**config.mk**
```make
export PLATFORM = sky130hd
export DESIGN_NAME = fringe_run_ctrl
export DESIGN_NICKNAME = d
export VERILOG_FILES = /design/src/rtl/fringe_run_ctrl.sv
export SDC_FILE = /design/constraint.sdc
export NUM_CORES = 1
export LEC_CHECK = 0
export CORE_ASPECT_RATIO = 0.5
export CORE_MARGIN = 10
export CORE_UTILIZATION = 50
export DETAILED_ROUTE_END_ITERATION = 10
export PLACE_DENSITY = 0.89
export SLEW_MARGIN = 20
export SYNTH_ARGS = -nofsm -noshare
export SYNTH_HDL_FRONTEND = slang
export SYNTH_SLANG_ARGS = --single-unit
```
**constraint.sdc**
```tcl
create_clock -name clock -period 5.4 [get_ports clock]
set_clock_uncertainty 0.1 [all_clocks]
set_input_delay 1.35 -clock clock [delete_from_list [all_inputs] [get_ports clock]]
set_output_delay 1.35 -clock clock [all_outputs]
set_load 0.01 [all_outputs]
```
**src/rtl/fringe_run_ctrl.sv**
```systemverilog
// Run sequencer behind the host Avalon-MM slave: command/status, argIn/argOut and cycle-count registers.
// Optional watchdog is built when FRINGE_CTRL_WATCHDOG_EN is defined.

module fringe_argout_lane (
  input  logic        clock,
  input  logic        reset,
  input  logic        cap,
  input  logic [31:0] d,
  output logic [31:0] q
);
  always_ff @(posedge clock or posedge reset)
    if (reset)    q <= '0;
    else if (cap) q <= d;
endmodule

module fringe_run_ctrl #(
  parameter int NUM_ARG_INS    = 1,
  parameter int NUM_ARG_OUTS   = 1,
  parameter int ADDR_W         = 7,
  parameter int TIMEOUT_CYCLES = 1024
) (
  input  logic                        clock,
  input  logic                        reset,
  input  logic [ADDR_W-1:0]           io_S_AVALON_address,
  input  logic                        io_S_AVALON_chipselect,
  input  logic                        io_S_AVALON_write,
  input  logic                        io_S_AVALON_read,
  input  logic [31:0]                 io_S_AVALON_writedata,
  output logic [31:0]                 io_S_AVALON_readdata,
  output logic                        io_accel_enable,
  output logic                        io_accel_reset,
  input  logic                        io_accel_done,
  output logic [32*NUM_ARG_INS-1:0]   io_argIns,
  input  logic [32*NUM_ARG_OUTS-1:0]  io_argOuts,
  input  logic [NUM_ARG_OUTS-1:0]     io_argOuts_valid
);
  localparam int AI_BASE = 2;
  localparam int AO_BASE = AI_BASE + NUM_ARG_INS;
  localparam int CC_ADDR = AO_BASE + NUM_ARG_OUTS;

  if (NUM_ARG_INS < 1 || NUM_ARG_OUTS < 1 || TIMEOUT_CYCLES < 1) begin : g_param_chk
    $error("fringe_run_ctrl: NUM_ARG_INS, NUM_ARG_OUTS and TIMEOUT_CYCLES must be >= 1");
  end

  typedef enum logic [1:0] {S_IDLE, S_LAUNCH, S_RUN, S_DONE} state_e;

  typedef struct packed {
    logic              wr;
    logic              rd;
    logic [ADDR_W-1:0] addr;
    logic [31:0]       data;
  } avl_req_t;

  avl_req_t req;
  assign req = '{wr:   io_S_AVALON_chipselect & io_S_AVALON_write,
                 rd:   io_S_AVALON_chipselect & io_S_AVALON_read,
                 addr: io_S_AVALON_address,
                 data: io_S_AVALON_writedata};

  state_e state_q, state_d;
  logic   busy, cmd_ok, start, wd_hit, timeout, cmd_q;
  logic [31:0] cyc_q, rd_mux, rd_addr;
  logic [NUM_ARG_INS-1:0][31:0]  arg_in;
  logic [NUM_ARG_OUTS-1:0][31:0] arg_out, ao_in;

  assign busy    = (state_q == S_LAUNCH) || (state_q == S_RUN);
  // Command writes only land while idle or done; LAUNCH/RUN ignore them.
  assign cmd_ok  = req.wr && (req.addr == ADDR_W'(0)) && !busy;
  assign start   = cmd_ok && req.data[0];

`ifdef FRINGE_CTRL_WATCHDOG_EN
  logic [31:0] wdog_q;
  logic        timeout_q;
  // A done on the limit edge wins, so the timeout only fires without done.
  assign wd_hit  = (state_q == S_RUN) && !io_accel_done &&
                   (wdog_q == 32'(TIMEOUT_CYCLES - 1));
  assign timeout = timeout_q;

  always_ff @(posedge clock or posedge reset)
    if (reset) begin
      wdog_q    <= '0;
      timeout_q <= 1'b0;
    end else if (start) begin
      wdog_q    <= '0;
      timeout_q <= 1'b0;
    end else begin
      if (state_q == S_RUN) wdog_q    <= wdog_q + 32'd1;
      if (wd_hit)           timeout_q <= 1'b1;
    end
`else
  assign wd_hit  = 1'b0;
  assign timeout = 1'b0;
`endif

  always_ff @(posedge clock or posedge reset)
    if (reset) state_q <= S_IDLE;
    else       state_q <= state_d;

  always_comb begin
    state_d = state_q;
    case (state_q)
      S_IDLE:   if (start) state_d = S_LAUNCH;
      S_LAUNCH: state_d = S_RUN;
      S_RUN:    if (io_accel_done || wd_hit) state_d = S_DONE;
      S_DONE:   if (cmd_ok) state_d = start ? S_LAUNCH : S_IDLE;
      default:  state_d = S_IDLE;
    endcase
  end

  assign io_accel_enable = (state_q == S_RUN);
  assign io_accel_reset  = (state_q == S_LAUNCH);

  always_ff @(posedge clock or posedge reset)
    if (reset) begin
      cmd_q <= 1'b0;
      cyc_q <= '0;
    end else begin
      if (cmd_ok) cmd_q <= req.data[0];
      if (start)                                   cyc_q <= '0;
      else if (state_q == S_RUN && cyc_q != '1)    cyc_q <= cyc_q + 32'd1;
    end

  always_ff @(posedge clock or posedge reset)
    if (reset) arg_in <= '0;
    else
      for (int i = 0; i < NUM_ARG_INS; i++)
        if (req.wr && !busy && req.addr == ADDR_W'(AI_BASE + i)) arg_in[i] <= req.data;

  assign io_argIns = arg_in;
  assign ao_in     = io_argOuts;

  for (genvar g = 0; g < NUM_ARG_OUTS; g++) begin : g_ao
    fringe_argout_lane u_lane (
      .clock (clock),
      .reset (reset),
      .cap   (io_argOuts_valid[g] && state_q == S_RUN),
      .d     (ao_in[g]),
      .q     (arg_out[g])
    );
  end

  assign rd_addr = 32'(req.addr);

  always_comb begin
    rd_mux = '0;
    if (rd_addr == 32'd0) rd_mux = {31'b0, cmd_q};
    if (rd_addr == 32'd1) rd_mux = {29'b0, timeout, busy, state_q == S_DONE};
    for (int i = 0; i < NUM_ARG_INS; i++)
      if (rd_addr == 32'(AI_BASE + i)) rd_mux = arg_in[i];
    for (int i = 0; i < NUM_ARG_OUTS; i++)
      if (rd_addr == 32'(AO_BASE + i)) rd_mux = arg_out[i];
    if (rd_addr == 32'(CC_ADDR)) rd_mux = cyc_q;
  end

  // Registered read port: sampled values are pre-edge, so read+write returns old data.
  always_ff @(posedge clock or posedge reset)
    if (reset)       io_S_AVALON_readdata <= '0;
    else if (req.rd) io_S_AVALON_readdata <= rd_mux;

endmodule

```
==> flow_summary.ini <==
[synth]
ys_seq_area_share_pct = 53.0
netlist_instances = 556
synth_top_family_by_area = simple AND/OR/NAND/NOR gates
synth_area_mm2 = 0.00619
synth-simple-area-share_pct = 15.5
synth_xor_area_share_pct = 2.41
synth-compound-area-share_pct = 12.6
synth-adder-area-share_pct = 1.21
yosysUniqueCellTypes = 50
synthArstFlopShare_pct = 100
syn_nets = 640
synth_warnings = 0
syn_area_per_cell_um2 = 11.1
ys.flop_type = dfrtp_1
yosys_register_bits = 131
synth_edf_count = 0
muxShareOfSynthArea_pct = 12.3

[place]
numPlacedInstances = 837
place.detailed.hpwl_mm = 11.9
gp_congestion = 0.877
preCtsSetupSlack_ns = 1.35
io_buffers = 143
placed_cell_area_mm2 = 0.00776

[status]
outcome = complete, no violations

[floorplanning]
io_pins = 144
start_util_pct = 51.8
die_h_um = 98.7
dieArea_mm2 = 0.0175
core_mm2 = 0.0119
std_cell_rows = 28
die_x_um = 177

[grt]
grt_pass1_vias = 5342
grt_pass1_wl_mm = 28.8
grt-ovfl-total = 0
grt_max_degree = 69
antenna_found_initial = 0
grt_usage_pct = 20.6

[timing]
hold_viol = 0
tightest_slew_ns = 0.933
slew_violations = 0
max_slew_margin_pct = 37.6
fmax_mhz = 274
tns_ns = 0
setup_slack_ns = 1.75
rsz0062_at_grt = false
setup_viol = 0
period_share_pct = 67.5
finalCriticalPeriod_ns = 3.65

[clock_tree]
cts-root-buf = clkbuf_16
hold_buffers = 0
cts_sinks = 131
post_cts_resized = 0
cts_made_buffers = 17
cts_tree = built
clkTransAtPathRegs_ns = 0.06
insertion_delay_ns = 0.42
htree_levels = 4
cts_setup_buffers = 0
cts_buffer_depth = 2

[layout]
layout_commonest_cell = clkdlybuf4s50_1
layout.cells.non_filler = 869
fin_area_mm2 = 0.00837
final_cell_mix = clkdlybuf4s50_1 (143), dfrtp_1 (131), mux2_2 (66), nor2_1 (55), nand2_1 (48)
antenna_cells = 0
synthToLayoutAreaGrowth_pct = 35.1
drive_above_1_share_pct = 17.6
finalNetCount = 775
n_fill_cell = 780

[routing]
drtIter0Drc = 621
wl_met3_mm = 1.37
viasPerCell = 5.94
top_layer = met4
drt-pass1-iter-count = 5
m1WireLength_mm = 7.15
via_count = 5164
route.detailed.drc = 0
routed_wl_mm = 17.9
met2_length_mm = 9.10
detail-route-antenna-nets = 0
route.detailed.wl_per_inst_um = 20.7

[critical_path]
reg2regPathDepth = 6
slowest_delay_ns = 0.68
path_max_fanout = 16
cp-start-kind = primary input
r2r_start = cyc_q[0]$_DFFE_PP0P_
r2r_setup_slack_ns = 2.74
arrival_ns = 3.87
cp_cell_sequence = clkdlybuf4s50_1 -> or4_1 -> nor2_1 -> and3_1 -> buf_4 -> a221oi_1 -> a211oi_1
required_ns = 5.63
worst-path-buf-inv = 2
crit_family = simple AND/OR/NAND/NOR gates
reg2reg_to = cyc_q[29]$_DFFE_PP0P_
cp-end-kind = register
worstSetupPathType = in2reg
cpMaxStageDelayCell = and3_1
startpoint = io_S_AVALON_address[3]
crit_path_end = io_S_AVALON_readdata[1]$_DFFE_PP0P_
cp.depth = 7

[job]
max-cap-violations = 0

[pwr]
power.density_mw_per_mm2 = 419
peakVddDrop_mv = 0.177
p_leak_nw = 3.34

[worst_hold_path]
hp-class = reg2reg
==> kinds of logic after synthesis <==
logic type / after synthesis
buffers and inverters: 42
XOR/XNOR: 17
AO/OA/AOI/OAI: 109
multiplexers: 68
adder cells (fa/ha/maj): 6
flip-flops: 131
AND/OR/NAND/NOR: 183
==> report_power, final <==
part	total, W	internal [W]	switching, W	leakage [nW]
clock network	0.00118	0.000747	0.000429	0.294
logic	0.000880	0.000443	0.000436	1.48
registers	0.00145	0.00123	0.000226	1.57
total	0.00351	0.00242	0.00109	3.34
==> state kept, by name, indices dropped and copies added (netlist names) <==
signal / count
io_argIns: 32
cyc_q: 32
state_q: 2
io_S_AVALON_readdata: 32
cmd_q: 1
g_ao.u_lane.q: 32
==> worst reg2reg max path, delay by kind of cell, from the launching register on <==
family	cells	cell delay (ns)
DFF	1	0.49
adders and majority gates	1	0.26
muxes	1	0.26
and+or+nand+nor	4	1.45
==> cell usage after synthesis, drive strengths merged (2+ instances only) <==
cell type  count  area, µm²
or4            5       41.3
o211ai         2       20.0
xor2           3       26.3
a31oi         31        194
a2111oi        5       87.6
inv            7       26.3
nand2b         4       25.0
nand3         16       80.1
a211oi         4       30.0
o21ai         14       81.3
clkbuf        20       75.1
buf           15       82.6
dfrtp        131       3280
nor3           3       15.0
and3           7       43.8
nor4           5       76.3
o31ai          2       15.0
mux2i          2       20.0
and4           8       71.3
and2           3       18.8
or3            8       50.1
xnor2         14        123
a21oi         15       75.1
mux2          66        743
nand4         13       96.3
a22oi         30        225
nor2          57        219
ha             6       75.1
nand3b         2       15.0
nand2         49        184
==> metal layers <==
layer  vias up  GRT usage, %
li1       2311             -
met5         -             0
met1      2567          24.6
met3        33          5.14
met2       253          35.3
met4         0          7.77
==> stage by stage <==
stage,hold WS (ns),power [W],util [%]
after floorplan,0.343,0.00197,-
after global placement,0.361,0.00225,65.0
after detailed placement,0.365,0.00231,65.0
after CTS,0.378,0.00350,70.0
after global routing,0.421,0.00366,70.0
final,0.380,0.00351,70.0
==> layout make-up <==
class / instances / area, µm² / area share [%]
inverters: 7 / 28.8 / 0.344
clock buffers: 22 / 464 / 5.55
multi-input cells: 383 / 2750 / 32.9
flip-flops and latches: 131 / 3280 / 39.2
repair buffers: 151 / 1500 / 18.0
clock inverters: 10 / 131 / 1.57
well taps: 165 / 206 / 2.47
==> how the worst min path moves through the flow <==
stage                                          startpoint                               to  slack [ns]  cells after the start
after floorplan                         cmd_q$_DFFE_PP0P_                cmd_q$_DFFE_PP0P_        0.34                      2
after global routing      g_ao[0].u_lane.q[8]$_DFFE_PP0P_  g_ao[0].u_lane.q[8]$_DFFE_PP0P_        0.42                      1
after detailed placement                cmd_q$_DFFE_PP0P_                cmd_q$_DFFE_PP0P_        0.36                      2
after CTS                               cmd_q$_DFFE_PP0P_                cmd_q$_DFFE_PP0P_        0.38                      2
after global placement                  cmd_q$_DFFE_PP0P_                cmd_q$_DFFE_PP0P_        0.36                      2
final                                   cmd_q$_DFFE_PP0P_                cmd_q$_DFFE_PP0P_        0.38                      2
Note: power is estimated with default switching activity, not from simulation.
